--- config.mk ---
export PLATFORM = sky130hd
export DESIGN_NAME = axis_frame_scheduler
export DESIGN_NICKNAME = d
export VERILOG_FILES = /design/src/rtl/axis_frame_scheduler.sv
export SDC_FILE = /design/constraint.sdc
export NUM_CORES = 1
export LEC_CHECK = 0
export ABC_AREA = 1
export BUFFER_PORTS_ARGS = -buffer_cell sky130_fd_sc_hd__buf_2
export CAP_MARGIN = 10
export CORE_MARGIN = 10
export CORE_UTILIZATION = 55
export CTS_CLUSTER_DIAMETER = 100
export DETAILED_ROUTE_END_ITERATION = 8
export PLACE_DENSITY = 0.92
export SYNTH_ARGS = -nofsm -noshare
export SYNTH_HDL_FRONTEND = slang
export SYNTH_SLANG_ARGS = --single-unit
--- constraint.sdc ---
create_clock -name ACLK -period 4.4 [get_ports ACLK]
set_clock_uncertainty 0.15 [all_clocks]
set_input_delay 0.22 -clock ACLK [delete_from_list [all_inputs] [get_ports ACLK]]
set_output_delay 0.22 -clock ACLK [all_outputs]
set_load 0.03 [all_outputs]
--- src/rtl/axis_frame_scheduler.sv ---
// axis_frame_scheduler
// Paces an AXI-Stream source into fixed-length frames, one frame per
// sampling period. TLAST is generated from a beat counter, the stream is
// closed between frames, and a frame still running when the next period
// tick fires is counted as a deadline miss.
module axis_frame_scheduler #(
  parameter int DATA_WIDTH = 32,
  parameter int FRAME_LEN  = 256,
  parameter int PERIOD     = 4096,
  parameter int CNT_WIDTH  = 16
) (
  input  logic                  ACLK,
  input  logic                  ARESET,
  input  logic                  EN,
  input  logic [DATA_WIDTH-1:0] S_AXIS_TDATA,
  input  logic                  S_AXIS_TVALID,
  input  logic                  S_AXIS_TLAST,
  output logic                  S_AXIS_TREADY,
  output logic [DATA_WIDTH-1:0] M_AXIS_TDATA,
  output logic                  M_AXIS_TVALID,
  output logic                  M_AXIS_TLAST,
  input  logic                  M_AXIS_TREADY,
  output logic                  BUSY,
  output logic                  MISS_PULSE,
  output logic [CNT_WIDTH-1:0]  FRAME_COUNT,
  output logic [CNT_WIDTH-1:0]  MISS_COUNT
);

  localparam int PCNT_W = (PERIOD > 1) ? $clog2(PERIOD) : 1;
  localparam int BEAT_W = (FRAME_LEN > 1) ? $clog2(FRAME_LEN) : 1;

  localparam logic [PCNT_W-1:0]    PCNT_LAST = PCNT_W'(PERIOD - 1);
  localparam logic [BEAT_W-1:0]    BEAT_LAST = BEAT_W'(FRAME_LEN - 1);
  localparam logic [CNT_WIDTH-1:0] CNT_MAX   = {CNT_WIDTH{1'b1}};

  typedef enum logic [1:0] {
    ST_IDLE = 2'd0,
    ST_WAIT = 2'd1,
    ST_PASS = 2'd2
  } state_e;

  state_e               state_q, state_d;
  logic [PCNT_W-1:0]    pcnt_q, pcnt_d;
  logic [BEAT_W-1:0]    beat_q, beat_d;
  logic [CNT_WIDTH-1:0] frame_cnt_q, frame_cnt_d;
  logic [CNT_WIDTH-1:0] miss_cnt_q, miss_cnt_d;
  logic                 miss_pulse_q, miss_pulse_d;
  logic                 busy_q, busy_d;

  logic in_pass;
  logic tick;
  logic xfer;
  logic last_beat;
  logic last_xfer;

  // Frame boundaries come only from the beat counter; upstream TLAST is
  // deliberately not used.
  logic unused_tlast;
  assign unused_tlast = S_AXIS_TLAST;

  assign in_pass   = (state_q == ST_PASS);
  assign tick      = EN && (pcnt_q == PCNT_LAST);
  assign last_beat = (beat_q == BEAT_LAST);
  assign xfer      = in_pass && S_AXIS_TVALID && M_AXIS_TREADY;
  assign last_xfer = xfer && last_beat;

  // Stream is a zero-latency pass-through that is gated shut outside PASS.
  assign M_AXIS_TDATA  = S_AXIS_TDATA;
  assign M_AXIS_TVALID = in_pass && S_AXIS_TVALID;
  assign S_AXIS_TREADY = in_pass && M_AXIS_TREADY;
  assign M_AXIS_TLAST  = in_pass && last_beat;

  assign BUSY        = busy_q;
  assign MISS_PULSE  = miss_pulse_q;
  assign FRAME_COUNT = frame_cnt_q;
  assign MISS_COUNT  = miss_cnt_q;

  // Free-running period counter, held at zero while the scheduler is disabled.
  always_comb begin
    // NOTE: every always_comb output gets a default first so no path leaves
    // it unassigned; a missing assignment would infer a latch.
    pcnt_d = '0;
    if (EN) begin
      pcnt_d = (pcnt_q == PCNT_LAST) ? '0 : pcnt_q + PCNT_W'(1);
    end
  end

  // Next-state logic for the frame FSM, beat counter and status counters.
  always_comb begin
    state_d      = state_q;
    beat_d       = beat_q;
    frame_cnt_d  = frame_cnt_q;
    miss_cnt_d   = miss_cnt_q;
    miss_pulse_d = 1'b0;

    unique case (state_q)
      ST_IDLE: begin
        if (EN) begin
          state_d = ST_WAIT;
        end
      end

      ST_WAIT: begin
        if (tick) begin
          state_d = ST_PASS;
          beat_d  = '0;
        end else if (!EN) begin
          state_d = ST_IDLE;
        end
      end

      ST_PASS: begin
        if (last_xfer) begin
          frame_cnt_d = frame_cnt_q + CNT_WIDTH'(1);
          beat_d      = '0;
          // A tick coinciding with the final beat opens the next frame
          // directly and is not a miss.
          if (tick) begin
            state_d = ST_PASS;
          end else if (EN) begin
            state_d = ST_WAIT;
          end else begin
            state_d = ST_IDLE;
          end
        end else begin
          if (xfer) begin
            beat_d = beat_q + BEAT_W'(1);
          end
          // Deadline missed: flag it and let the frame finish; the tick
          // itself is dropped rather than queued.
          if (tick) begin
            miss_pulse_d = 1'b1;
            if (miss_cnt_q != CNT_MAX) begin
              miss_cnt_d = miss_cnt_q + CNT_WIDTH'(1);
            end
          end
        end
      end

      default: begin
        state_d = ST_IDLE;
      end
    endcase
  end

  // BUSY is registered and tracks the state being entered.
  always_comb begin
    busy_d = (state_d == ST_PASS);
  end

  // State and status registers with synchronous reset; reset mid-frame
  // aborts the frame without touching the counters beyond clearing them.
  always_ff @(posedge ACLK) begin
    // NOTE: non-blocking assignments so every flop samples pre-edge values
    // regardless of statement order.
    if (ARESET) begin
      state_q      <= ST_IDLE;
      pcnt_q       <= '0;
      beat_q       <= '0;
      frame_cnt_q  <= '0;
      miss_cnt_q   <= '0;
      miss_pulse_q <= 1'b0;
      busy_q       <= 1'b0;
    end else begin
      state_q      <= state_d;
      pcnt_q       <= pcnt_d;
      beat_q       <= beat_d;
      frame_cnt_q  <= frame_cnt_d;
      miss_cnt_q   <= miss_cnt_d;
      miss_pulse_q <= miss_pulse_d;
      busy_q       <= busy_d;
    end
  end

endmodule

==> results.yml <==
power_and_ir_drop:
  peakVddDrop_mv: 0.225
  pwr-share-seq: 0.563
  leakagePower_nw: 1.38
  power.switching_uw: 190
  p_sw_frac: 0.209
  powerDensity_nw_per_um2: 258
  clock_power_share: 0.401
  p_int_uw: 719
  combPwrFrac: 0.036
sta:
  fin_crit_ns: 2.41
  relSlewSlack: 0.550
  fmax_mhz: 415
  worst_pin_slew_ns: 0.675
  finalHoldViolCount: 0
  rsz0062_at_grt: "no"
  slew_violations: 0
  setup_viol: 0
  timing.setup.tns_ns: 0
  fin_crit_sh: 0.548
clock_tree:
  clk_path_buf_depth: 2
  cts_buffers: 5
  cts-root-buf: "clkbuf_8"
  cts_tree: "built"
  htreeDepth: 2
  clock_sinks: 56
  clock_latency_ns: 0.31
  path_clk_slew_ns: 0.10
  post_cts_resized: 0
  postCtsSetupBuffers: 0
  ctsHoldBuffers: 0
floorplanning:
  die_w_um: 98.5
  coreArea_um2: 5960
  chipHeight_um: 98.5
  io_pins: 107
  dieArea_um2: 9700
  start_util: 0.569
  rows: 28
routing:
  vias: 3002
  firstDrtPassIters: 4
  routed_wl_um: 7250
  drc: 0
  drtAntennaViolNets: 0
  vias_per_cell: 5.29
  drt_iter0_markers: 118
  wire_per_inst_um: 12.8
hold_path:
  hp-start: "EN"
  min-delay-path-class: "input pin to flop"
grt:
  antenna_found_initial: 0
  grt_max_degree: 31
  grt_pass1_wl_um: 12400
  grt_pass1_vias: 2901
  grt_overflow: 0
  track_usage: 0.144
placement:
  io_buffers: 41
  gp_congestion: 0.909
  hpwl_um: 5470
  place_area_um2: 3390
critical_path:
  worst_setup_path_end_kind: "flop"
  worstSetupStartpoint: "state_q[0]$_SDFF_PP0_"
  start_kind: "flop"
  critPathTopFamily: "simple AND/OR/NAND/NOR gates"
  required_ns: 4.42
  crit_slowest_cell: "dfxtp_1"
  crit_fanout: 19
  rr_startpoint: "state_q[0]$_SDFF_PP0_"
  max_stage_delay_ns: 0.43
  crit_buf_inv: 2
  arrival_ns: 2.43
  critPathKind: "flop to flop"
  crit_chain: "inv_1, ha_1, nand2_1, nor2_2, nand3_4, nand2_2, inv_2, nand3_4, nand2_1, a21oi_1"
synth:
  synth_nets: 530
  yosys_warnings: 0
  synthCells: 484
  synth_seq_area_share: 0.331
  ys_ff_latch: 56
  syn_area_per_cell_um2: 7.00
  ys_types: 32
  netlist_area_um2: 3390
finish:
  antennaDiodeCount: 0
  drive_gt1_frac: 0.195
  n_fill_cell: 550
  design_area_um2: 3510
  nets: 537
  area_growth_pct: 3.77
run:
  cap_violations: 0
run_status:
  outcome: "finished clean"
## cell type report
type                    count  area, um^2  share of cell area
well taps                  75        93.8              0.0267
flip-flops and latches     56        1120               0.319
clock inverters             1        30.0             0.00854
inverters                  49         184              0.0523
clock buffers               7        96.3              0.0274
repair buffers             41         205              0.0584
multi-input cells         338        1780               0.508
## synth_stat cells (all sizes together)
cell type	count	area, um^2
nand3b	1	7.51
buf	37	283
and3	1	6.26
nor3b	2	15.0
clkbuf	4	15.0
dfxtp	56	1120
nand3	44	245
o21a	1	7.51
xnor2	6	52.6
mux2i	1	10.0
or2	2	12.5
a21oi	37	226
xor2	8	70.1
inv	49	184
nand4	9	71.3
ha	8	100
or3	1	6.26
o21ai	14	70.1
nor2	65	307
nor3	15	80.1
nand2	123	497
## kinds of logic after synthesis
kind of cell / share of synthesized area
mux: 0.00296
simple gates: 0.368
xor+xnor: 0.0362
fa+ha+maj: 0.0296
flops: 0.331
compound gates: 0.0898
buf+inv: 0.142
## sequential cells by signal (all words and copies together) (netlist names)
signal and flops:
FRAME_COUNT 16, MISS_PULSE 1, state_q 2, MISS_COUNT 16, beat_q 8, pcnt_q 12
BUSY 1
## worst min-delay path: stages
cell     delay [ns]
buf_2          0.14
nand4_4        0.14
nor2_1         0.06
## metal layers
metal,track usage,wire length (um),vias to the layer above,part of all wire
met2,0.252,3620,85,0.50
met1,0.164,3110,1361,0.43
met4,0.0662,151,0,0.021
met3,0.0286,367,23,0.051
met5,0,0,-,0
li1,-,-,1533,-
## power by group through the flow
stage          combinational (mW)  sequential [mW]  clock, mW
2_1_floorplan              0.0785            0.523          0
3_3_place_gp               0.0310            0.523          0
3_5_place_dp               0.0322            0.523          0
4_1_cts                    0.0323            0.512      0.373
5_1_grt                    0.0364            0.512      0.390
6_report                   0.0324            0.512      0.364
## cell usage in the layout, fill, tap and decap left out, types with 2 or more instances in the layout
cell type  count
nand2_1      109
dfxtp_1       56
nor2_1        52
inv_1         46
nand3_1       42
buf_2         41
a21oi_1       26
nand2_2       14
nor3_1        14
a21oi_2       11
o21ai_0        9
xor2_1         8
nand4_1        8
ha_1           8
nor2_2         7
clkbuf_8       7
nor2_4         6
xnor2_1        6
o21ai_1        5
inv_2          3
or2_2          2
nand3_4        2
nor3b_1        2
## worst paths after layout
kind / end / slack (ns) / depth (start not counted)
hold reg to reg: pcnt_q[0]$_SDFF_PP0_ / 0.31 / 1
setup reg to reg: MISS_COUNT[0]$_SDFFE_PP0P_ / 1.99 / 10
setup / recovery: MISS_COUNT[0]$_SDFFE_PP0P_ / 1.99 / 10
hold / removal: MISS_PULSE$_SDFF_PP0_ / 0.15 / 3
## per-stage QoR
step | instances | utilization | hold slack (ns) | total power [mW] | setup WS (ns)
5_1_grt | 567 | 0.590 | 0.155 | 0.938 | 1.80
3_3_place_gp | 559 | 0.569 | 0.279 | 0.554 | 2.12
6_report | 567 | 0.590 | 0.146 | 0.908 | 1.99
2_1_floorplan | 484 | - | 0.240 | 0.601 | 2.42
3_5_place_dp | 559 | 0.569 | 0.290 | 0.556 | 2.02
4_1_cts | 567 | 0.590 | 0.145 | 0.917 | 2.01
Note: power is estimated with default switching activity, not from simulation.
